==> src/rtl/cpu_seq_ctrl.sv <==
// cpu_seq_ctrl: sequencer / control FSM for the small accumulator CPU.
//
// Owns the program counter, fetches instruction words from the instruction
// memory over a req/ack handshake (wait states allowed, optional timeout),
// decodes ALU / branch / HALT / NOP instructions and drives the ALU opcode and
// register write enables. Free-run while run_i is high; one instruction per
// rising edge of step_i otherwise.
//
// Instruction layout: {class[1:0], opcode[3:0], operand[PC_W-1:0]}
//   class 00 ALU, 01 branch, 10 HALT, 11 NOP
//
// Ports:
//   clk_i             clock, rising edge
//   rst_i             synchronous active-high reset
//   run_i             free-run enable (level)
//   step_i            single-step request (rising edge)
//   imem_req_o        fetch request
//   imem_addr_o       fetch address (= PC)
//   imem_ack_i        fetch data valid this cycle
//   imem_data_i       instruction word
//   z_i/c_i/v_i/n_i   registered ALU flags
//   alu_op_o          ALU operation
//   write_enable_a_o  write A register
//   write_enable_x_o  write X register
//   flags_we_o        update flag register
//   pc_o              current PC
//   busy_o            fetching or executing
//   halted_o          in HALT
//   illegal_o         one-cycle pulse on an illegal instruction
//   fault_o           sticky fetch-timeout fault

module cpu_seq_ctrl #(
    parameter int unsigned      PC_W        = 8,
    parameter logic [PC_W-1:0]  RESET_PC    = '0,
    parameter int unsigned      TIMEOUT_CYC = 16,
    localparam int unsigned     INSTR_W     = 6 + PC_W
) (
    input  logic               clk_i,
    input  logic               rst_i,
    input  logic               run_i,
    input  logic               step_i,
    output logic               imem_req_o,
    output logic [PC_W-1:0]    imem_addr_o,
    input  logic               imem_ack_i,
    input  logic [INSTR_W-1:0] imem_data_i,
    input  logic               z_i,
    input  logic               c_i,
    input  logic               v_i,
    input  logic               n_i,
    output logic [3:0]         alu_op_o,
    output logic               write_enable_a_o,
    output logic               write_enable_x_o,
    output logic               flags_we_o,
    output logic [PC_W-1:0]    pc_o,
    output logic               busy_o,
    output logic               halted_o,
    output logic               illegal_o,
    output logic               fault_o
);

    // ALU operation encoding
    localparam logic [3:0] OP_PASS_A     = 4'd0;
    localparam logic [3:0] OP_ADD        = 4'd1;
    localparam logic [3:0] OP_SUB        = 4'd2;
    localparam logic [3:0] OP_AND        = 4'd3;
    localparam logic [3:0] OP_OR         = 4'd4;
    localparam logic [3:0] OP_XOR        = 4'd5;
    localparam logic [3:0] OP_SHL_A      = 4'd6;
    localparam logic [3:0] OP_SHR_A      = 4'd7;
    localparam logic [3:0] OP_INC_REG_A  = 4'd8;
    localparam logic [3:0] OP_DEC_REG_A  = 4'd9;
    localparam logic [3:0] OP_MOVE_REG_AX = 4'd10;
    localparam logic [3:0] OP_MOVE_REG_XA = 4'd11;
    localparam logic [3:0] OP_PASS_B     = 4'd12;

    localparam logic [1:0] CLS_ALU    = 2'b00;
    localparam logic [1:0] CLS_BRANCH = 2'b01;
    localparam logic [1:0] CLS_HALT   = 2'b10;

    // Counter must be able to hold TIMEOUT_CYC itself.
    localparam int unsigned CNT_W = (TIMEOUT_CYC > 0) ? $clog2(TIMEOUT_CYC + 1) : 1;
    localparam logic [CNT_W-1:0] TO_LIM = CNT_W'(TIMEOUT_CYC);

    typedef enum logic [1:0] {StIdle, StFetch, StExec, StHalt} state_e;

    state_e             state_q;
    logic [PC_W-1:0]    pc_q;
    logic [INSTR_W-1:0] ir_q;
    logic [CNT_W-1:0]   cnt_q;
    logic               step_q;
    logic               fault_q;

    logic [1:0]       ir_cls;
    logic [3:0]       ir_opc;
    logic [PC_W-1:0]  ir_operand;
    logic             step_edge;
    logic [CNT_W-1:0] cnt_inc;
    logic             br_taken;
    logic             is_halt;

    assign {ir_cls, ir_opc, ir_operand} = ir_q;
    assign step_edge = step_i & ~step_q;
    assign cnt_inc   = cnt_q + CNT_W'(1);

    // EXEC-cycle decode; everything is zero outside EXEC.
    always_comb begin
        alu_op_o         = 4'd0;
        write_enable_a_o = 1'b0;
        write_enable_x_o = 1'b0;
        flags_we_o       = 1'b0;
        illegal_o        = 1'b0;
        br_taken         = 1'b0;
        is_halt          = 1'b0;
        if (state_q == StExec) begin
            unique case (ir_cls)
                CLS_ALU: begin
                    unique case (ir_opc)
                        OP_ADD, OP_SUB, OP_AND, OP_OR, OP_XOR, OP_SHL_A, OP_SHR_A,
                        OP_INC_REG_A, OP_DEC_REG_A: begin
                            alu_op_o         = ir_opc;
                            write_enable_a_o = 1'b1;
                            flags_we_o       = 1'b1;
                        end
                        OP_MOVE_REG_AX: begin
                            alu_op_o         = ir_opc;
                            write_enable_a_o = 1'b1;
                        end
                        OP_MOVE_REG_XA: begin
                            alu_op_o         = ir_opc;
                            write_enable_x_o = 1'b1;
                        end
                        OP_PASS_A, OP_PASS_B: alu_op_o = ir_opc;
                        default: illegal_o = 1'b1;
                    endcase
                end
                CLS_BRANCH: begin
                    if (ir_opc[3] || (ir_opc[2:0] == 3'd7)) begin
                        illegal_o = 1'b1;
                    end else begin
                        unique case (ir_opc[2:0])
                            3'd0:    br_taken = 1'b1;
                            3'd1:    br_taken = z_i;
                            3'd2:    br_taken = ~z_i;
                            3'd3:    br_taken = c_i;
                            3'd4:    br_taken = ~c_i;
                            3'd5:    br_taken = n_i;
                            3'd6:    br_taken = v_i;
                            default: br_taken = 1'b0;
                        endcase
                    end
                end
                CLS_HALT: is_halt = 1'b1;
                default: ;
            endcase
        end
    end

    always_ff @(posedge clk_i) begin
        if (rst_i) begin
            state_q <= StIdle;
            pc_q    <= RESET_PC;
            ir_q    <= '0;
            cnt_q   <= '0;
            step_q  <= 1'b0;
            fault_q <= 1'b0;
        end else begin
            step_q <= step_i;
            unique case (state_q)
                StIdle: begin
                    if (run_i || step_edge) state_q <= StFetch;
                end
                StFetch: begin
                    if (imem_ack_i) begin
                        ir_q    <= imem_data_i;
                        pc_q    <= pc_q + PC_W'(1);
                        cnt_q   <= '0;
                        state_q <= StExec;
                    end else begin
                        cnt_q <= cnt_inc;
                        if ((TIMEOUT_CYC != 0) && (cnt_inc == TO_LIM)) begin
                            fault_q <= 1'b1;
                            state_q <= StHalt;
                        end
                    end
                end
                StExec: begin
                    // A taken branch overrides the increment done at fetch.
                    if (br_taken) pc_q <= ir_operand;
                    if (is_halt)    state_q <= StHalt;
                    else if (run_i) state_q <= StFetch;
                    else            state_q <= StIdle;
                end
                StHalt: ;
                default: state_q <= StIdle;
            endcase
        end
    end

    assign imem_req_o  = (state_q == StFetch);
    assign imem_addr_o = pc_q;
    assign pc_o        = pc_q;
    assign busy_o      = (state_q == StFetch) || (state_q == StExec);
    assign halted_o    = (state_q == StHalt);
    assign fault_o     = fault_q;

endmodule

==> config.mk <==
export PLATFORM = sky130hd
export DESIGN_NAME = cpu_seq_ctrl
export DESIGN_NICKNAME = d
export VERILOG_FILES = /design/src/rtl/cpu_seq_ctrl.sv
export SDC_FILE = /design/constraint.sdc
export NUM_CORES = 1
export LEC_CHECK = 0
export ABC_AREA = 1
export CELL_PAD_IN_SITES_DETAIL_PLACEMENT = 1
export CELL_PAD_IN_SITES_GLOBAL_PLACEMENT = 1
export CORE_MARGIN = 1.5
export CORE_UTILIZATION = 30
export CTS_CLUSTER_SIZE = 10
export DETAILED_ROUTE_END_ITERATION = 8
export PLACE_DENSITY = 0.72
export SLEW_MARGIN = 15
export SYNTH_ARGS = -nofsm -noshare
export SYNTH_HDL_FRONTEND = slang
export SYNTH_SLANG_ARGS = --single-unit
==> constraint.sdc <==
create_clock -name clk_i -period 4 [get_ports clk_i]
set_input_delay 0.8 -clock clk_i [delete_from_list [all_inputs] [get_ports clk_i]]
set_output_delay 0.8 -clock clk_i [all_outputs]
set_load 0.02 [all_outputs]
==> results.toml, run 1 <==
[power]
seqPwrFrac_pct = 29.3
p_leak_nw = 0.971
p_per_area_nw_per_um2 = 652
vdd_drop_max_v = 0.000323
netSwitchingFraction_pct = 42.3
pwr-share-clk_pct = 20.8
power_mw = 1.56
p_comb_share_pct = 49.9
power.switching_mw = 0.659
p_int_mw = 0.900

[cts]
cts_sinks = 31
path_clk_slew_ns = 0.07
cts_root_buffer = "clkbuf_8"
clk_latency_ns = 0.28
clk_path_buf_depth = 2
post_cts_buffers = 0
numCtsBuffers = 5
cts_resized = 0
holdBufCountCts = 0
htree_levels = 2
cts_tree = "yes"

[die]
pin_count = 51
initial_core_util_pct = 31.6
fp.coreArea_um2 = 5610
die_w_um = 79.8
dieHeight_um = 79.8
placementRows = 27
dieArea_um2 = 6370

[cells_and_area]
finalNonFillerCells = 381
final_common_cell = "nand2_1"
post-route-util_pct = 42.6
nNetsFinal = 337
final_cell_area_um2 = 2390
diodes = 0
layout-drive-gt1-share_pct = 6.80
n_fill_cell = 716
final_cell_mix = "54 x nand2_1, 51 x nor2_1, 50 x clkdlybuf4s50_1"
area_growth_pct = 35.0

[route]
topRoutingLayerUsed = "met4"
wl_per_cell_um = 12.1
ant_nets = 0
routed_via_density = 4.72
dr_total_vias = 1800
routed_wl_um = 4620
dr.pass1.iters = 4
route.detailed.drc = 0
m1WireLength_um = 2150
drt_iter0_drc = 38
dr_wl_met2_um = 2290
routed-wl-met3_um = 155

[timing]
finalMaxSlewViolations = 0
fmax_ghz = 0.315
relSlewSlack_pct = 50.7
setup-tns-final_ns = 0
worst_pin_slew_ns = 0.739
hold_viol = 0
fin_skew_ns = 0.00291
period_share_pct = 79.4
holdWs_ns = 0.484
min_period_ns = 3.17
finalWorstSetupSlack_ns = 0.825
finalSetupViolCount = 0
rsz0062_at_grt = "false"

[logic_synthesis]
synthCells = 264
netlist_top_cells_area = "dfxtp_1 35%, nand2_1 11%, nor2_1 11%"
synth_nets = 293
synth_area_per_cell_um2 = 6.71
yosysTopAreaCell = "dfxtp_1"
synth-seq-cells = 31
syn_area_um2 = 1770
ys_types = 27
yosys_warnings = 0
yosysTopAreaCellShare_pct = 35.1
ys_seq_area_share_pct = 35.1

[global_route]
antenna_found_initial = 0
grt_first_pass_wirelength_um = 8050
grt_max_degree = 26
globalRouteOverflowTotal = 0
grtUsageTotal_pct = 16.0
first_global_vias = 1819

[worst_setup_path]
reg2reg_depth = 6
startpoint = "state_q[0]$_SDFFE_PP0P_"
r2r-end = "ir_q[0]$_SDFFE_PP0P_"
path_max_fanout = 14
cp.required_ns = 3.20
regToRegSetupSlack_ns = 2.01
criticalPathCategory = "reg -> out"
cp-end-kind = "output pin"
startpoint_type = "flop"
crit_arrival_ns = 2.37
r2r-start = "state_q[1]$_SDFFE_PP0P_"

[flow_run]
drv_cap = 0

[placed_design]
placed_area_um2 = 2270
dp_slack_ns = 1.12
placedCellCount = 373
dpl.hpwl_um = 3500
finalWeightedCongestion = 0.764
numPortBuffers = 50

[worst_hold_path]
hold_path_depth = 2
hold_path_class = "reg -> reg"
min_from = "ir_q[6]$_SDFFE_PP0P_"
min_to = "ir_q[6]$_SDFFE_PP0P_"

[status]
status = "finished clean"
power groups by stage:
| stage | combinational, mW | sequential (mW) | clock, mW |
|---|---|---|---|
| after detailed placement | 0.785 | 0.466 | 0 |
| after global placement | 0.774 | 0.461 | 0 |
| after CTS | 0.789 | 0.459 | 0.336 |
| after global routing | 0.878 | 0.471 | 0.347 |
| final | 0.777 | 0.457 | 0.324 |
| after floorplan | 0.544 | 0.474 | 0 |
per-layer routing:
layer  vias to the layer above  GRT usage (%)
met2                        37           29.1
met5                         -              0
met1                       828           19.0
met4                         0           3.62
met3                         2           3.54
li1                        933              -
cells by family (layout without fill, tap and decap cells):
kind of cell             after synthesis  after routing  share of synthesized area (%)
AND/OR/NAND/NOR                      146            146                           37.0
buffers and inverters                 36             81                           9.89
adder cells (fa/ha/maj)                6              6                           4.24
AO/OA/AOI/OAI                         42             42                           12.4
flip-flops                            31             31                           35.1
XOR/XNOR                               3              3                           1.48
cell type report:
cell class	count	area, um^2	area share [%]
multi-input cells	197	975	40.8
clock buffers	6	82.6	3.46
repair buffers	50	500	20.9
clock inverters	2	35.0	1.47
inverters	23	86.3	3.61
well taps	72	90.1	3.77
flip-flops and latches	31	621	26.0
synthesized netlist by cell type:
library cell,count
a211oi_1,1
a21oi_1,20
buf_2,2
buf_4,8
buf_6,1
clkbuf_1,2
clkinv_1,1
dfxtp_1,31
ha_1,6
inv_1,18
inv_2,4
nand2_1,54
nand2_2,1
nand2_4,2
nand3_1,22
nand3b_1,1
nand4_1,3
nor2_1,51
nor2_2,1
nor2_8,2
nor3_1,6
o21ai_0,19
o21bai_1,1
o32ai_1,1
or2_2,3
xnor2_1,2
xor2_1,1
flip-flops by register name (all words and copies together), names as in the netlist:
signal	cells
state_q	2
cnt_q	5
fault_o	1
imem_addr_o	8
ir_q	14
step_q	1
critical path, stage by stage (launching register included):
cell and delay [ns]:
dfxtp_1 0.34, inv_1 0.10, ha_1 0.53, nand2_1 0.26, nor3_1 0.22, clkdlybuf4s50_1 0.65
worst max-delay path by stage:
stage                        to  cells after the start
6_report            alu_op_o[3]                      5
5_1_grt             alu_op_o[1]                      5
4_1_cts             alu_op_o[3]                      5
3_5_place_dp        alu_op_o[3]                      5
3_3_place_gp        alu_op_o[0]                      5
2_1_floorplan  write_enable_a_o                      5
Note: power is estimated with default switching activity, not from simulation.
==> run 2, diff against run 1 <==
==> constraint.sdc (replaced) <==
create_clock -name clk_i -period 2.95 [get_ports clk_i]
set_input_delay 0.59 -clock clk_i [delete_from_list [all_inputs] [get_ports clk_i]]
set_output_delay 0.59 -clock clk_i [all_outputs]
set_load 0.02 [all_outputs]
==> run 2 against run 1 <==
Against the previous run: register-to-register slack got worse by 0.76 ns; first-iteration DRC count fell by 13%; power rose by 31%; largest power group unchanged; hold slack got worse by 0.0053 ns; combinational power rose by 39%; utilization rose by 0.13 points; clock power rose by 5%; die area did not move.
==> results.toml, run 2 (synthesis results as in run 1) <==
[power]
p_leak_nw = 0.981
vdd_drop_max_v = 0.000464
power_mw = 2.05
p_per_area_nw_per_um2 = 854

[global_route]
grt_first_pass_wirelength_um = 8220
globalRouteOverflowTotal = 0
grtUsageMet3_pct = 3.66
grtUsageTotal_pct = 16.4
gr-max-usage-layer = "met2"
first_global_vias = 1854
antenna_found_initial = 0
grtUsageMet2_pct = 29.7
grt_max_degree = 23
grt_use_met1_pct = 19.2

[cells_and_area]
regMostFlops = "ir_q"
layout-drive-gt1-share_pct = 7.99
ff_latch_area_um2 = 621
post-route-util_pct = 42.7
n_fill_cell = 729
multi_input_area_um2 = 975
final_cell_mix = "54 x nand2_1, 51 x nor2_1, 50 x clkdlybuf4s50_1"
largest_register_ffs = 14
nNetsFinal = 342
final_common_cell = "nand2_1"
area_growth_pct = 35.4
diodes = 0

[timing]
finalMaxSlewViolations = 0
relSlewSlack_pct = 59.1
worst_pin_slew_ns = 0.613
finalSetupViolCount = 0
period_share_pct = 86.1
fin_skew_ns = 0.00428
rsz0062_at_grt = "false"
fmax_ghz = 0.394
hold_viol = 0
finalWorstSetupSlack_ns = 0.411
holdWs_ns = 0.478
min_period_ns = 2.54
setup-tns-final_ns = 0

[cts]
path_clk_slew_ns = 0.07
clk_latency_ns = 0.28
cts_tree = "yes"
numCtsBuffers = 5
cts_resized = 0
htree_levels = 2
cts_root_buffer = "clkbuf_8"
cts_sinks = 31
holdBufCountCts = 0
post_cts_buffers = 0
clk_path_buf_depth = 2

[placed_design]
numPortBuffers = 50
dp_slack_ns = 0.699
dpl.hpwl_um = 3760
finalWeightedCongestion = 0.781

[flow_run]
drv_cap = 0

[status]
status = "finished clean"

[worst_setup_path]
reg2reg_depth = 10
cp.required_ns = 2.36
crit_arrival_ns = 1.95
startpoint = "ir_q[8]$_SDFFE_PP0P_"
criticalPathCategory = "reg -> out"
r2r-start = "state_q[0]$_SDFFE_PP0P_"
path_max_fanout = 6
r2r-end = "imem_addr_o[6]$_SDFFE_PP0P_"
regToRegSetupSlack_ns = 1.25
cp-end-kind = "output pin"
cp-endpoint = "illegal_o"
startpoint_type = "flop"

[die]
initial_core_util_pct = 31.6
fp.coreArea_um2 = 5610
pin_count = 51
placementRows = 27
dieArea_um2 = 6370
dieHeight_um = 79.8
die_w_um = 79.8

[route]
ant_nets = 0
route.detailed.drc = 0
routed_via_density = 4.79
wl_per_cell_um = 12.5
drt_iter0_drc = 33
dr.pass1.iters = 4
routed_wl_um = 4810
dr_total_vias = 1844

[worst_hold_path]
hold_path_class = "reg -> reg"
-- run 2: cell count changes in the layout (fill, tap and decap cells not counted), sizes merged --
cell    before  now
bufinv       1    0
buf          0    5
-- run 2: how the worst min path moves through the flow --
stage                                      from               endpoint  slack, ns  cells past startpoint
final                      ir_q[5]$_SDFFE_PP0P_   ir_q[5]$_SDFFE_PP0P_       0.48                      2
after global routing       ir_q[0]$_SDFFE_PP0P_   ir_q[0]$_SDFFE_PP0P_       0.51                      2
after CTS                  ir_q[5]$_SDFFE_PP0P_   ir_q[5]$_SDFFE_PP0P_       0.48                      2
after detailed placement   ir_q[5]$_SDFFE_PP0P_   ir_q[5]$_SDFFE_PP0P_       0.47                      2
after global placement     ir_q[6]$_SDFFE_PP0P_   ir_q[6]$_SDFFE_PP0P_       0.46                      2
after floorplan           cnt_q[4]$_SDFFE_PP0P_  cnt_q[4]$_SDFFE_PP0P_       0.45                      2
-- run 2: cell type report --
| cell class | instances | share of cell area [%] |
|---|---|---|
| timing repair buffer | 55 | 22.4 |
| clock inverter | 1 | 0.209 |
| sequential | 31 | 25.9 |
| inverter | 23 | 3.60 |
| tap | 72 | 3.76 |
| clock buffer | 6 | 3.44 |
| multi-input combinational | 197 | 40.7 |
-- run 2: critical path, cell delays in order, from the launching register on --
cell and delay [ns]:
dfxtp_1 0.44, nor2_1 0.12, nor3_1 0.14, buf_4 0.16, nand2_1 0.05, a21oi_1 0.14
clkdlybuf4s50_1 0.62
-- run 2: report_power, final --
part           leakage [nW]  internal [mW]  switching (mW)  total, mW
combinational         0.680          0.446           0.639       1.08
sequential            0.254          0.518           0.105      0.622
clock                0.0470          0.183           0.158      0.341
total                 0.981           1.15           0.902       2.05
-- run 2: layer usage --
metal / up-vias / share of wire, %
li1: 946 / -
met1: 859 / 46
met3: 4 / 3.5
met4: 0 / 0.64
met2: 35 / 50
met5: - / 0
-- run 2: through the flow --
| stage | cell area [um^2] | std cells |
|---|---|---|
| floorplan | 1770 | 264 |
| global placement | 2310 | 378 |
| detailed placement | 2310 | 378 |
| CTS | 2400 | 385 |
| global route | 2400 | 385 |
| finish | 2400 | 385 |
==> run 3, diff against run 2 <==
--- a/config.mk
+++ b/config.mk
@@ -13,6 +13,7 @@
 export CTS_CLUSTER_SIZE = 10
 export DETAILED_ROUTE_END_ITERATION = 8
 export PLACE_DENSITY = 0.72
+export SETUP_SLACK_MARGIN = 0.15
 export SLEW_MARGIN = 15
 export SYNTH_ARGS = -nofsm -noshare
 export SYNTH_HDL_FRONTEND = slang
==> results of run 3 <==
No change in the layout: final DEF, timing and power equal those of run 2.
